===== src/rtl/serial_arb_pkg.sv =====
// Shared definitions for serial_chan_arbiter: header word layout,
// TX/RX state encodings and the header builder.
package serial_arb_pkg;

  // Header word layout: {sync[7:0], channel id[7:0], length[15:0]}
  localparam logic [7:0] HDR_SYNC     = 8'hA5;
  localparam int         HDR_SYNC_LSB = 24;
  localparam int         HDR_SYNC_W   = 8;
  localparam int         HDR_CH_LSB   = 16;
  localparam int         HDR_CH_W     = 8;
  localparam int         HDR_LEN_LSB  = 0;
  localparam int         HDR_LEN_W    = 16;
  localparam int         WORD_W       = 32;

  typedef enum logic [1:0] {
    T_IDLE = 2'd0,
    T_HDR  = 2'd1,
    T_BODY = 2'd2
  } tx_state_t;

  typedef enum logic [1:0] {
    R_HDR  = 2'd0,
    R_BODY = 2'd1,
    R_DROP = 2'd2
  } rx_state_t;

  // Build an outbound header word for channel ch carrying len payload words.
  function automatic logic [WORD_W-1:0] make_hdr(input logic [HDR_CH_W-1:0]  ch,
                                                 input logic [HDR_LEN_W-1:0] len);
    make_hdr = {HDR_SYNC, ch, len};
  endfunction

endpackage


===== src/rtl/serial_rr_arb.sv =====
// Combinational round-robin pick: grants the first requester at or after
// ptr, wrapping modulo N. Works for any N, not only powers of two.
module serial_rr_arb #(
  parameter int N     = 4,
  parameter int PTR_W = $clog2(N)
) (
  input  logic [N-1:0]     req,
  input  logic [PTR_W-1:0] ptr,
  output logic [N-1:0]     gnt,
  output logic             valid
);

  logic [N-1:0]   rot_req;
  logic [N-1:0]   pick;
  logic [2*N-1:0] gnt_dbl;

  // Rotate requests so ptr lands on bit 0, take the lowest set bit, rotate back.
  always_comb begin
    // NOTE: every variable gets a default before any conditional write so no latch is inferred.
    pick    = '0;
    valid   = 1'b0;
    rot_req = N'({req, req} >> ptr);
    for (int i = 0; i < N; i++) begin
      if (!valid && rot_req[i]) begin
        pick[i] = 1'b1;
        valid   = 1'b1;
      end
    end
    gnt_dbl = {{N{1'b0}}, pick} << ptr;
    gnt     = gnt_dbl[N-1:0] | gnt_dbl[2*N-1:N];
  end

endmodule


===== src/rtl/serial_chan_arbiter.sv =====
// Shares the serial device's 32-bit bramfeeder message channel between
// N_CHAN clients. Outbound: round-robin arbitration and header framing.
// Inbound: header parsing, routing to the addressed channel, and discard
// of bad-sync words and traffic for channels that do not exist.
// Optional statistics counters are built when SERIAL_ARB_STATS_EN is defined;
// otherwise stat_drop/stat_msgs read as zero and no counter flops exist.
module serial_chan_arbiter
  import serial_arb_pkg::*;
#(
  parameter int N_CHAN = 4,
  parameter int LEN_W  = 16
) (
  input  logic                  serial_clk_pin,
  input  logic                  serial_rst_pin,
  // client transmit side
  input  logic [N_CHAN-1:0]       tx_req,
  input  logic [N_CHAN*LEN_W-1:0] tx_len,
  output logic [N_CHAN-1:0]       tx_gnt,
  input  logic [N_CHAN*32-1:0]    tx_data,
  input  logic [N_CHAN-1:0]       tx_valid,
  output logic [N_CHAN-1:0]       tx_ready,
  // client receive side
  output logic [31:0]             rx_data,
  output logic [N_CHAN-1:0]       rx_valid,
  input  logic [N_CHAN-1:0]       rx_ready,
  // bramfeeder put (outbound)
  input  logic                    put_rdy,
  output logic                    put_en,
  output logic [31:0]             put_data,
  // bramfeeder get (inbound)
  input  logic                    get_rdy,
  output logic                    get_en,
  input  logic [31:0]             get_data,
  // statistics
  output logic [15:0]             stat_drop,
  output logic [15:0]             stat_msgs
);

  localparam int              PTR_W     = $clog2(N_CHAN);
  localparam logic [7:0]      N_CHAN_ID = 8'(N_CHAN);
  localparam logic [LEN_W-1:0] LEN_ONE  = LEN_W'(1);

  // ---------------------------------------------------------------------------
  // TX path
  // ---------------------------------------------------------------------------
  tx_state_t                tx_state_q;
  logic [N_CHAN-1:0]        gnt_oh_q;
  logic [PTR_W-1:0]         gnt_idx_q;
  logic [PTR_W-1:0]         rr_ptr_q;
  logic [LEN_W-1:0]         tx_cnt_q;
  logic                     gnt_pulse_q;

  logic [N_CHAN-1:0]        arb_gnt;
  logic                     arb_valid;
  logic [PTR_W-1:0]         arb_idx;
  logic [LEN_W-1:0]         arb_len;
  logic [31:0]              sel_data;
  logic                     sel_valid;
  logic                     tx_done;

  serial_rr_arb #(
    .N     (N_CHAN),
    .PTR_W (PTR_W)
  ) u_rr_arb (
    .req   (tx_req),
    .ptr   (rr_ptr_q),
    .gnt   (arb_gnt),
    .valid (arb_valid)
  );

  // Encode the arbiter's one-hot pick and fetch that client's length.
  always_comb begin
    arb_idx = '0;
    arb_len = '0;
    for (int i = 0; i < N_CHAN; i++) begin
      if (arb_gnt[i]) begin
        arb_idx = PTR_W'(i);
        arb_len = tx_len[i*LEN_W +: LEN_W];
      end
    end
  end

  // Route the granted client's payload word onto the put port.
  always_comb begin
    sel_data = '0;
    for (int i = 0; i < N_CHAN; i++) begin
      if (gnt_oh_q[i]) sel_data = tx_data[i*32 +: 32];
    end
    sel_valid = |(tx_valid & gnt_oh_q);
  end

  // Put-side handshake; combinational from put_rdy and the TX state only.
  always_comb begin
    put_en   = 1'b0;
    put_data = '0;
    tx_ready = '0;
    tx_done  = 1'b0;
    case (tx_state_q)
      T_HDR: begin
        put_en   = put_rdy;
        put_data = put_rdy ? make_hdr(8'(gnt_idx_q), tx_cnt_q) : '0;
        tx_done  = put_rdy && (tx_cnt_q == '0);
      end
      T_BODY: begin
        put_en   = put_rdy & sel_valid;
        put_data = (put_rdy & sel_valid) ? sel_data : '0;
        tx_ready = gnt_oh_q & {N_CHAN{put_rdy}};
        tx_done  = put_rdy && sel_valid && (tx_cnt_q == LEN_ONE);
      end
      default: ;
    endcase
  end

  // The grant is a one-cycle pulse in the first T_HDR cycle.
  assign tx_gnt = gnt_pulse_q ? gnt_oh_q : '0;

  // TX FSM: arbitrate in T_IDLE, send header, stream payload, advance rr_ptr.
  always_ff @(posedge serial_clk_pin or negedge serial_rst_pin) begin
    // NOTE: async active-low reset in the sensitivity list; an abort mid-frame drops the frame.
    if (!serial_rst_pin) begin
      tx_state_q  <= T_IDLE;
      gnt_oh_q    <= '0;
      gnt_idx_q   <= '0;
      rr_ptr_q    <= '0;
      tx_cnt_q    <= '0;
      gnt_pulse_q <= 1'b0;
    end else begin
      // NOTE: state registers use non-blocking assignments so every flop samples pre-edge values.
      gnt_pulse_q <= 1'b0;
      case (tx_state_q)
        T_IDLE: begin
          if (arb_valid) begin
            gnt_oh_q    <= arb_gnt;
            gnt_idx_q   <= arb_idx;
            tx_cnt_q    <= arb_len;
            gnt_pulse_q <= 1'b1;
            tx_state_q  <= T_HDR;
          end
        end
        T_HDR: begin
          if (put_rdy) tx_state_q <= (tx_cnt_q == '0) ? T_IDLE : T_BODY;
        end
        T_BODY: begin
          if (put_en) begin
            tx_cnt_q <= tx_cnt_q - LEN_ONE;
            if (tx_cnt_q == LEN_ONE) tx_state_q <= T_IDLE;
          end
        end
        default: tx_state_q <= T_IDLE;
      endcase
      if (tx_done) begin
        rr_ptr_q <= (gnt_idx_q == PTR_W'(N_CHAN - 1)) ? '0 : gnt_idx_q + PTR_W'(1);
      end
    end
  end

  // ---------------------------------------------------------------------------
  // RX path
  // ---------------------------------------------------------------------------
  rx_state_t                rx_state_q;
  logic [N_CHAN-1:0]        rx_oh_q;
  logic [LEN_W-1:0]         rx_cnt_q;

  logic [HDR_SYNC_W-1:0]    hdr_sync;
  logic [HDR_CH_W-1:0]      hdr_ch;
  logic [LEN_W-1:0]         hdr_len;
  logic                     hdr_sync_ok;
  logic                     hdr_ch_ok;
  logic [N_CHAN-1:0]        hdr_oh;
  logic                     rx_sel_ready;

  // Split the incoming word into header fields and decode the channel.
  always_comb begin
    hdr_sync    = get_data[HDR_SYNC_LSB +: HDR_SYNC_W];
    hdr_ch      = get_data[HDR_CH_LSB +: HDR_CH_W];
    hdr_len     = get_data[HDR_LEN_LSB +: LEN_W];
    hdr_sync_ok = (hdr_sync == HDR_SYNC);
    hdr_ch_ok   = (hdr_ch < N_CHAN_ID);
    hdr_oh      = '0;
    for (int i = 0; i < N_CHAN; i++) begin
      hdr_oh[i] = (hdr_ch == 8'(i));
    end
    rx_sel_ready = |(rx_ready & rx_oh_q);
  end

  // Get-side handshake; get_en never rises without get_rdy.
  always_comb begin
    get_en   = 1'b0;
    rx_valid = '0;
    rx_data  = '0;
    case (rx_state_q)
      R_HDR:  get_en = get_rdy;
      R_DROP: get_en = get_rdy;
      R_BODY: begin
        rx_valid = rx_oh_q & {N_CHAN{get_rdy}};
        rx_data  = get_rdy ? get_data : '0;
        get_en   = get_rdy & rx_sel_ready;
      end
      default: ;
    endcase
  end

  // RX FSM: parse headers, deliver payload or drain it for unknown channels.
  always_ff @(posedge serial_clk_pin or negedge serial_rst_pin) begin
    if (!serial_rst_pin) begin
      rx_state_q <= R_HDR;
      rx_oh_q    <= '0;
      rx_cnt_q   <= '0;
    end else begin
      case (rx_state_q)
        R_HDR: begin
          if (get_en && hdr_sync_ok && (hdr_len != '0)) begin
            rx_cnt_q <= hdr_len;
            if (hdr_ch_ok) begin
              rx_oh_q    <= hdr_oh;
              rx_state_q <= R_BODY;
            end else begin
              rx_state_q <= R_DROP;
            end
          end
        end
        R_BODY, R_DROP: begin
          if (get_en) begin
            rx_cnt_q <= rx_cnt_q - LEN_ONE;
            if (rx_cnt_q == LEN_ONE) rx_state_q <= R_HDR;
          end
        end
        default: rx_state_q <= R_HDR;
      endcase
    end
  end

  // ---------------------------------------------------------------------------
  // Statistics
  // ---------------------------------------------------------------------------
`ifdef SERIAL_ARB_STATS_EN
  logic [15:0] stat_drop_q, stat_drop_d;
  logic [15:0] stat_msgs_q, stat_msgs_d;
  logic        drop_inc;

  // Saturating increments for dropped inbound words and completed messages.
  always_comb begin
    drop_inc    = get_en && (((rx_state_q == R_HDR) && !hdr_sync_ok) ||
                             (rx_state_q == R_DROP));
    stat_drop_d = stat_drop_q;
    stat_msgs_d = stat_msgs_q;
    if (drop_inc && (stat_drop_q != 16'hFFFF)) stat_drop_d = stat_drop_q + 16'd1;
    if (tx_done  && (stat_msgs_q != 16'hFFFF)) stat_msgs_d = stat_msgs_q + 16'd1;
  end

  // Counter registers.
  always_ff @(posedge serial_clk_pin or negedge serial_rst_pin) begin
    if (!serial_rst_pin) begin
      stat_drop_q <= '0;
      stat_msgs_q <= '0;
    end else begin
      stat_drop_q <= stat_drop_d;
      stat_msgs_q <= stat_msgs_d;
    end
  end

  assign stat_drop = stat_drop_q;
  assign stat_msgs = stat_msgs_q;
`else
  assign stat_drop = '0;
  assign stat_msgs = '0;
`endif

endmodule


===== config.mk =====
export PLATFORM = sky130hd
export DESIGN_NAME = serial_chan_arbiter
export DESIGN_NICKNAME = d
export VERILOG_FILES = /design/src/rtl/serial_arb_pkg.sv /design/src/rtl/serial_rr_arb.sv /design/src/rtl/serial_chan_arbiter.sv
export SDC_FILE = /design/constraint.sdc
export NUM_CORES = 1
export LEC_CHECK = 0
export CORE_AREA = 5 5 134 136
export CTS_BUF_LIST = sky130_fd_sc_hd__clkbuf_4 sky130_fd_sc_hd__clkbuf_8
export DETAILED_ROUTE_END_ITERATION = 10
export DIE_AREA = 0 0 139 141
export PLACE_DENSITY = 0.77
export SYNTH_ARGS = -nofsm -noshare
export SYNTH_HDL_FRONTEND = slang
export SYNTH_HIERARCHICAL = 1
export SYNTH_SLANG_ARGS = --single-unit

===== constraint.sdc =====
create_clock -name serial_clk_pin -period 2.8 [get_ports serial_clk_pin]
set_input_delay 0.28 -clock serial_clk_pin [delete_from_list [all_inputs] [get_ports serial_clk_pin]]
set_output_delay 0.28 -clock serial_clk_pin [all_outputs]
set_load 0.05 [all_outputs]

==> impl_metrics.json <==
{
  "dieArea_um2": 19600,
  "hold_viol": 0,
  "cp.buffers_inverters": 3,
  "crit_arrival_ps": 2380,
  "wl_um": 24900,
  "coreArea_um2": 16800,
  "clk_latency_ps": 320,
  "avgSynthCellArea_um2": 7.30,
  "synth_seq_cells": 49,
  "antenna-diode-count": 0,
  "start_util_pct": 32.5,
  "num_vias": 7185,
  "end_kind": "output pin",
  "antenna_found_initial": 0,
  "yosysUniqueCellTypes": 63,
  "syn_inst": 748,
  "path_depth": 8,
  "synthToLayoutAreaGrowth_pct": 68.9,
  "clockBufferDepth": 2,
  "tightest_slew_ps": 838,
  "synth_top_area_cell": "dfrtp_1",
  "drtIter0Drc": 666,
  "path_max_fanout": 13,
  "period_needed_ps": 2660,
  "die_x_um": 139,
  "crit_family": "simple AND/OR/NAND/NOR gates",
  "synth_ff_type": "dfrtp_1",
  "synthTopCellsByArea": "dfrtp_1, a221oi_1, a21oi_1",
  "async_reset_ff_share_pct": 100,
  "final_layout_size_suffix_gt1_share_pct": 14.7,
  "cts.sinks": 49,
  "grt_pass1_wl_um": 37400,
  "relSlewSlack_pct": 43.5,
  "die_h_um": 141,
  "status": "finished, final reports clean",
  "place_hpwl_um": 20200,
  "crit_chain": "nor2b_2, buf_4, buf_4, a221oi_1, nor3_1, a21oi_1, nor2b_1, buf_12",
  "crit_slowest_cell": "dfrtp_1",
  "place_ws_ps": 89.7,
  "dr.pass1.iters": 5,
  "synth_edf_count": 0,
  "drcViolationCount": 0,
  "cp.required_ps": 2520,
  "start_kind": "flop",
  "grt_max_degree": 67,
  "clock.fmax_mhz": 376,
  "wl_per_cell_um": 19.6,
  "skew_ps": 3.68,
  "final_cells": 1272,
  "fin_nets": 1299,
  "rsz0062_at_grt": "no",
  "cts_made_buffers": 5,
  "overflow": 0,
  "slowest_delay_ps": 480,
  "synth_top_cell_area_share_pct": 22.4,
  "ys_seq_area_share_pct": 22.4,
  "power_density_nw_per_um2": 734,
  "finalSetupViolCount": 0,
  "p_leak_nw": 3.74,
  "setup_tns_ps": 0,
  "viasPerCell": 5.65,
  "cap_viol_max_count": 0,
  "finalCritPeriodShare_pct": 95.1,
  "clkTransAtPathRegs_ps": 100,
  "ir_worst_vdd_v": 0.000431,
  "cpMostUsedCell": "buf_4",
  "fp-row-count": 48,
  "ant_nets": 0,
  "fin_hold_ws_ps": 18.6,
  "htreeDepth": 2,
  "critical_path_class": "reg2out",
  "cts_tree": "done",
  "grt_pass1_vias": 7000,
  "reg2reg_depth": 7,
  "slew_viol_final": 0,
  "synth_warnings": 6,
  "port_buffers": 317,
  "final.setup.worst_slack_ps": 138,
  "io_pins": 350,
  "cts_setup_buffers": 0,
  "min_path_type": "in2async",
  "syn-cell-area_um2": 5460,
  "place.gp.congestion": 0.920,
  "root_buffer": "clkbuf_8",
  "grt_usage_pct": 23.5,
  "dp_cells": 1264
}
power by group:
group / switching (mW) / internal [mW]
registers: 0.429 / 1.01
clock network: 0.257 / 0.302
logic: 2.74 / 2.04
total: 3.42 / 3.35
Yosys cell counts, types with 9 or more instances:
cell type and count:
o22ai_1 12, a221oi_1 45, a31oi_1 11, a21oi_1 68, ha_1 13, nor2_1 40, and3_1 44, buf_4 33
clkbuf_1 56, nor4_1 16, o21ai_0 50, o31ai_1 12, inv_1 13, nor2b_1 41, nand2_1 54, nand3_1 12
dfrtp_1 49, nand2b_1 9, nor3_1 47
path summary, 6_finish.rpt:
check	from	end	slack, ps
min in group serial_clk_pin	rx_cnt_q[14]	rx_cnt_q[14]	540
worst max-delay path	gnt_oh_q[1]	put_data[23]	140
worst min register to register	rx_cnt_q[14]	rx_cnt_q[14]	540
worst max register to register	tx_cnt_q[0]	tx_cnt_q[12]	330
worst min-delay path	serial_rst_pin	rx_oh_q[0]	20
max in group asynchronous	serial_rst_pin	tx_cnt_q[4]	2120
layer usage:
metal / vias to the layer above / track usage, % / routed length (um) / part of all wire, %
li1: 3386 / - / - / -
met1: 3340 / 28.4 / 9600 / 39
met2: 405 / 41.5 / 12200 / 49
met3: 54 / 5.90 / 2380 / 9.6
met4: 0 / 6.90 / 735 / 3.0
met5: - / 0 / 0 / 0
worst register-to-register path, cell delays in order, from the launching register on:
cell and delay, ps:
dfrtp_1 440, inv_1 190, ha_1 260, or3b_2 520, nor4_1 270, or4bb_1 510, o21ai_0 80, a21oi_1 80
state kept, by name, summed over array words and instances (netlist names):
register	flops
rr_ptr_q	2
gnt_oh_q	4
gnt_pulse_q	1
rx_cnt_q	16
tx_cnt_q	16
rx_oh_q	4
tx_state_q	2
rx_state_q	2
gnt_idx_q	2
final cells by class:
cell class	instances	area [um2]
Tap cell	225	282
Sequential cell	49	1230
Timing Repair Buffer	357	3730
Clock buffer	7	90.1
Multi-Input combinational cell	617	3810
Fill cell	1623	7590
Clock inverter	1	30.0
Inverter	16	60.1
logic make-up (layout without fill, tap and decap cells):
| family | Yosys count | in the layout | share of synthesized area (%) |
|---|---|---|---|
| AOI/OAI and AO/OA | 262 | 262 | 32.4 |
| other | 1 | 32 | 0.0686 |
| adders and majority gates | 13 | 13 | 2.98 |
| muxes | 11 | 11 | 2.20 |
| DFF | 49 | 49 | 22.4 |
| buffers and inverters | 113 | 381 | 10.2 |
| and+or+nand+nor | 299 | 299 | 29.7 |
through the flow:
stage                     total power, mW  instance area, um2  util, %
after floorplan                      4.32                5580        -
after global placement               6.08                9100     54.1
after detailed placement             6.15                9100     54.1
after CTS                            6.73                9220     54.8
after global routing                 7.24                9230     54.9
final                                6.77                9230     54.9
what timing repair did:
| item | 4_1_cts | 5_1_grt |
|---|---|---|
| hold buffers | 0 | 0 |
| endpoints found under the hold margin | 0 | 0 |
| setup endpoints to repair | 1 | 23 |
| gates resized for setup | 1 | 8 |
cells in the final DEF, fill, tap and decap left out, drive strengths merged, types with 13 or more instances in the layout:
cell             n
clkdlybuf4s50  242
buf            115
a21oi           68
nand2           54
o21ai           50
dfrtp           49
nor3            47
a221oi          45
and3            44
nor2b           42
nor2            40
conb            32
nor4            17
inv             13
ha              13
No activity file was read; power rests on OpenSTA's default activity.
